$ cat config.mk
export PLATFORM = sky130hd
export DESIGN_NAME = mul_acc_stage_flat
export DESIGN_NICKNAME = d
export VERILOG_FILES = /design/src/rtl/mul_acc_stage_if.sv /design/src/rtl/mul_acc_stage.sv /design/src/flat_wrapper.sv
export SDC_FILE = /design/constraint.sdc
export NUM_CORES = 1
export LEC_CHECK = 0
export CAP_MARGIN = 20
export CORE_MARGIN = 1.5
export CORE_UTILIZATION = 45
export CTS_CLUSTER_SIZE = 40
export DETAILED_ROUTE_END_ITERATION = 16
export PLACE_DENSITY_LB_ADDON = 0.08
export SLEW_MARGIN = 20
export SYNTH_ARGS = -nofsm -noshare
export SYNTH_HDL_FRONTEND = slang
export SYNTH_SLANG_ARGS = --single-unit
$ cat constraint.sdc
create_clock -name clk -period 2.95 [get_ports clk]
set_clock_uncertainty 0.15 [all_clocks]
set_input_delay 0.59 -clock clk [delete_from_list [all_inputs] [get_ports clk]]
set_output_delay 0.59 -clock clk [all_outputs]
set_load 0.05 [all_outputs]
$ cat src/rtl/mul_acc_stage_if.sv
// Handshake bundle between the multiplier-facing driver and the accumulate stage.
// The producer/consumer side uses the master modport; the stage itself uses slave.
interface mul_acc_stage_if #(
    parameter int ACC_W = 24,
    parameter int LEN_W = 4
);
    logic             start;
    logic [LEN_W-1:0] len;
    logic             Signed;
    logic [15:0]      Prod;
    logic             prod_valid;
    logic             prod_ready;
    logic [ACC_W-1:0] acc_out;
    logic             overflow;
    logic             out_valid;
    logic             out_ready;
    logic             busy;

    modport master (
        output start, len, Signed, Prod, prod_valid, out_ready,
        input  prod_ready, acc_out, overflow, out_valid, busy
    );

    modport slave (
        input  start, len, Signed, Prod, prod_valid, out_ready,
        output prod_ready, acc_out, overflow, out_valid, busy
    );
endinterface

$ cat src/rtl/mul_acc_stage.sv
// Saturating dot-product accumulator fed by the 16-bit multiplier output.
// It sums a programmed number of products and hands back the result over a valid/ready port.
module mul_acc_stage #(
    parameter int ACC_W = 24,
    parameter int LEN_W = 4
) (
    input  logic          clk,
    input  logic          rst_n,
    mul_acc_stage_if.slave bus
);
    localparam int SUM_W = ACC_W + 2;
    localparam logic [ACC_W-1:0] SMAX = {1'b0, {(ACC_W-1){1'b1}}};
    localparam logic [ACC_W-1:0] SMIN = {1'b1, {(ACC_W-1){1'b0}}};
    localparam logic [ACC_W-1:0] UMAX = {ACC_W{1'b1}};

    typedef enum logic [1:0] {IDLE, ACC, DONE} state_t;

    state_t           state;
    state_t           state_next;
    logic [LEN_W-1:0] cnt;
    logic             mode;
    logic             xfer;
    logic [SUM_W-1:0] ext;
    logic [SUM_W-1:0] acc_x;
    logic [SUM_W-1:0] sum;
    logic [ACC_W-1:0] sum_clamped;
    logic             clamp_hit;

    // prod_ready is registered and high exactly while in ACC, so it doubles as the state qualifier
    assign xfer = bus.prod_valid && bus.prod_ready;

    // Two guard bits give headroom, so an out-of-range sum is detected before any wrap
    always_comb begin
        ext         = mode ? {{(SUM_W-16){bus.Prod[15]}}, bus.Prod}
                           : {{(SUM_W-16){1'b0}}, bus.Prod};
        acc_x       = mode ? {{2{bus.acc_out[ACC_W-1]}}, bus.acc_out}
                           : {2'b00, bus.acc_out};
        sum         = acc_x + ext;
        sum_clamped = sum[ACC_W-1:0];
        clamp_hit   = 1'b0;
        if (mode) begin
            if (sum[SUM_W-1:ACC_W-1] != 3'b000 && sum[SUM_W-1:ACC_W-1] != 3'b111) begin
                clamp_hit   = 1'b1;
                sum_clamped = sum[SUM_W-1] ? SMIN : SMAX;
            end
        end else if (sum[SUM_W-1:ACC_W] != 2'b00) begin
            clamp_hit   = 1'b1;
            sum_clamped = UMAX;
        end
    end

    always_comb begin
        state_next = state;
        case (state)
            IDLE: begin
                if (bus.start) begin
                    state_next = (bus.len == '0) ? DONE : ACC;
                end
            end
            ACC: begin
                if (cnt == '0 || (xfer && cnt == LEN_W'(1))) begin
                    state_next = DONE;
                end
            end
            DONE: begin
                if (bus.out_ready) begin
                    state_next = IDLE;
                end
            end
            default: state_next = IDLE;
        endcase
    end

    // Handshake outputs are registered from the next state so they change together with it
    always_ff @(posedge clk or negedge rst_n) begin
        if (!rst_n) begin
            state          <= IDLE;
            cnt            <= '0;
            mode           <= 1'b0;
            bus.acc_out    <= '0;
            bus.overflow   <= 1'b0;
            bus.out_valid  <= 1'b0;
            bus.prod_ready <= 1'b0;
            bus.busy       <= 1'b0;
        end else begin
            state          <= state_next;
            bus.prod_ready <= (state_next == ACC);
            bus.out_valid  <= (state_next == DONE);
            bus.busy       <= (state_next != IDLE);
            if (state == IDLE && bus.start) begin
                bus.acc_out  <= '0;
                bus.overflow <= 1'b0;
                mode         <= bus.Signed;
                cnt          <= bus.len;
            end else if (state == ACC && xfer) begin
                bus.acc_out  <= sum_clamped;
                bus.overflow <= bus.overflow | clamp_hit;
                if (cnt != '0) begin
                    cnt <= cnt - LEN_W'(1);
                end
            end
        end
    end
endmodule
$ cat src/flat_wrapper.sv
// flat-port wrapper written by rule: the top's interface ports become plain ports
module mul_acc_stage_flat 
#(
    parameter int ACC_W = 24,
    parameter int LEN_W = 4
)
  (clk, rst_n, bus_start, bus_len, bus_Signed, bus_Prod, bus_prod_valid, bus_out_ready, bus_prod_ready, bus_acc_out, bus_overflow, bus_out_valid, bus_busy);
  mul_acc_stage_if #(.ACC_W(ACC_W), .LEN_W(LEN_W)) bus_i ();
  input  logic clk;
  input  logic rst_n;
  input wire logic [$bits(bus_i.start)-1:0] bus_start;
  input wire logic [$bits(bus_i.len)-1:0] bus_len;
  input wire logic [$bits(bus_i.Signed)-1:0] bus_Signed;
  input wire logic [$bits(bus_i.Prod)-1:0] bus_Prod;
  input wire logic [$bits(bus_i.prod_valid)-1:0] bus_prod_valid;
  input wire logic [$bits(bus_i.out_ready)-1:0] bus_out_ready;
  output wire logic [$bits(bus_i.prod_ready)-1:0] bus_prod_ready;
  output wire logic [$bits(bus_i.acc_out)-1:0] bus_acc_out;
  output wire logic [$bits(bus_i.overflow)-1:0] bus_overflow;
  output wire logic [$bits(bus_i.out_valid)-1:0] bus_out_valid;
  output wire logic [$bits(bus_i.busy)-1:0] bus_busy;
  assign bus_i.start = bus_start;
  assign bus_i.len = bus_len;
  assign bus_i.Signed = bus_Signed;
  assign bus_i.Prod = bus_Prod;
  assign bus_i.prod_valid = bus_prod_valid;
  assign bus_i.out_ready = bus_out_ready;
  assign bus_prod_ready = bus_i.prod_ready;
  assign bus_acc_out = bus_i.acc_out;
  assign bus_overflow = bus_i.overflow;
  assign bus_out_valid = bus_i.out_valid;
  assign bus_busy = bus_i.busy;
  mul_acc_stage #(.ACC_W(ACC_W), .LEN_W(LEN_W)) u_core (.clk(clk), .rst_n(rst_n), .bus(bus_i));
endmodule
==> results.ini <==
[sta]
drv_slew=0
rsz0062_at_grt=true
period_minus_slack_ns=3.266
setup_violations=25
whs_ns=0.3471
period_share=1.107
relSlewSlack=0.5718
setup_slack_ns=-0.3159
max_freq_mhz=306.2
hold_viol_final=0
worstMarginPinSlew_ns=0.6394

[clocking]
cts_hold_buf=0
htreeDepth=2
insertion_delay_ns=0.30
clock_path_buffers=2
cts_root_buffer=clkbuf_8
cts_tree=done
cts_num_sinks=35
clkTransAtPathRegs_ns=0.08
cts_buffers=5

[setup_path]
critPathMaxFanout=4
cp-end-kind=flip-flop
critPathArrivalTime_ns=3.30
crit_path_start=bus_Prod[12]
crit_type=primary input to flip-flop
start_kind=primary input
critical_path_required_ns=2.98
r2r_start=u_core.bus.acc_out[0]

[yosys]
synthCells=387
synth-async-reset-ratio=1.000
synth_top_family_by_area=compound AO/OA/AOI/OAI gates
yosysSeqAreaShare=0.2784
synthMuxAreaShare=0.01114
synth.area.top_cells=dfrtp_1 (28%), ha_1 (7.6%), nand2_1 (6.0%)
synth_top_area_cell=dfrtp_1
synth_area_um2=3146
ys_seq_elements=35
synth_nets=433
ys.warnings.count=0
ys.flop_type=dfrtp_1
yosys.area_share.xor_xnor=0.05012
synth_compound_area_frac=0.2940
synth_edf_count=0
synthSimpleGateAreaFrac=0.2367
yosys.area_share.adder=0.08194
yosysUniqueCellTypes=74
avgSynthCellArea_um2=8.128
synth_top_cell_area_share=0.2784

[die]
die_x_um=86.61
die-area_um2=7500
core_um2=6794
rows=30
die_h_um=86.61
start_util=0.4630
io_pins=54

[drt]
avgRoutedWirePerCell_um=17.95
ant_nets=0
first_pass_iters=5
num_vias=3826
drt_wl_total_mm=11.87
vias_per_cell=5.788
drt_iter0_markers=285
drc=0

[grt]
gr-total-overflow=0
antenna_found_initial=0
grt_usage=0.3083
use_met2=0.5249
grt_pass1_wl_mm=18.16
top_usage_layer=met2
use_met3=0.02952
grt_pass1_vias=3663
grt_util_met1=0.4112
grt_max_degree=36

[finish]
synthToLayoutAreaGrowth_pct=72.12
final_core_util=0.7969
layout-drive-gt1-share=0.4566
diodes=0
fillerInstances=433
final_nets=610

[pwr]
power_density_nw_per_um2=1294
finalPower_mw=7.004
p_leak_nw=2.429
irDropWorstVdd_mv=0.8105

[placement]
io_buffers=53
hpwl_mm=7.567
gp_congestion=0.9314

[status]
status=complete, but fails checks
violations=setup timing

[job]
drv_cap=0

[hold_path]
holdCritPathClass=flip-flop to flip-flop
worstHoldStart=u_core.state[1]

[cell usage in the layout, fill, tap and decap left out, drive strengths merged, types with 12 or more instances in the layout]
master	instances
dfrtp	35
ha	19
buf	136
clkbuf	15
nor3	12
o21ai	25
inv	14
nand2	50
a21oi	30
o211ai	15
clkdlybuf4s50	39
nand3	12
nor2	30
[sequential cells by signal, indices dropped and copies added, names as in the netlist]
| register | flops |
|---|---|
| u_core.bus.acc_out | 24 |
| u_core.bus.busy | 1 |
| u_core.bus.out_valid | 1 |
| u_core.bus.overflow | 1 |
| u_core.bus.prod_ready | 1 |
| u_core.cnt | 4 |
| u_core.mode | 1 |
| u_core.state | 2 |
[metal layers]
layer  vias to the layer above  routed length [µm]
li1                       1785                   -
met1                      1836                5165
met2                       158                5716
met3                        47                 518
met4                         0                 467
met5                         -                   0
[cell type report]
type                       instances  area, µm²  area share
multi-input combinational        320       2663      0.4918
timing repair buffer             188       1602      0.2958
sequential                        35      892.1      0.1648
tap                               96      120.1     0.02219
clock buffer                       6      72.57     0.01340
inverter                          14      52.55    0.009706
clock inverter                     2      12.51    0.002311
[worst paths after layout]
kind,slack [ns],end,depth (start not counted)
max in group asynchronous,1.71,u_core.bus.acc_out[2],2
worst min register to register,0.35,u_core.bus.prod_ready,1
min in group asynchronous,0.56,u_core.bus.acc_out[8],2
worst min-delay path,0.35,u_core.bus.prod_ready,1
worst max register to register,-0.26,u_core.bus.acc_out[12],16
worst max-delay path,-0.32,u_core.bus.acc_out[22],14
[critical path, stage by stage]
cell and delay, ns:
clkdlybuf4s50_1 0.54, ha_4 0.23, buf_4 0.15, a21o_1 0.19
nor3_1 0.18, o21ai_1 0.13, a311oi_2 0.39, buf_4 0.17
o211a_1 0.19, mux2i_4 0.11, nand2b_4 0.12, buf_12 0.12
buf_16 0.11, nand4_1 0.09
[cell usage after synthesis, types with 4 or more instances]
| master | count |
|---|---|
| nand2_1 | 50 |
| dfrtp_1 | 35 |
| a21oi_1 | 30 |
| nor2_1 | 30 |
| o21ai_0 | 20 |
| ha_1 | 19 |
| inv_1 | 14 |
| o211ai_1 | 13 |
| nand3_1 | 12 |
| nor3_1 | 12 |
| clkbuf_1 | 10 |
| xnor2_1 | 10 |
| a21o_1 | 9 |
| and3_1 | 9 |
| xor2_1 | 8 |
| a31oi_1 | 5 |
| and2_1 | 5 |
| o21ai_1 | 5 |
| a211oi_1 | 4 |
| o2bb2ai_1 | 4 |
| or3_1 | 4 |
[logic make-up after synthesis]
logic type	after synthesis
mux	3
simple gates	149
xor+xnor	18
buf+inv	32
flops	35
compound gates	130
fa+ha+maj	20
[report_power, final]
part | internal, mW | switching (mW)
Combinational | 2.71 | 2.96
Clock | 0.166 | 0.206
Sequential | 0.724 | 0.241
Total | 3.60 | 3.41
[metrics by stage]
stage | std cells | cell area [µm²] | worst slack [ns] | TNS, ns
final | 661 | 5414 | -0.3159 | -6.651
after detailed placement | 621 | 4554 | -0.8658 | -19.84
after floorplan | 387 | 3222 | -0.2663 | -3.627
after global routing | 661 | 5414 | -0.3486 | -7.571
after global placement | 621 | 4554 | -0.7805 | -17.89
after CTS | 653 | 5185 | -0.2975 | -5.580
[timing repair]
action                     4_1_cts  5_1_grt
gates cloned                     2        0
buffers inserted                22       12
pin swaps                       43       31
setup endpoints to repair       25       25
gates resized for setup         85       59
Power figures use the tool's default switching activity.
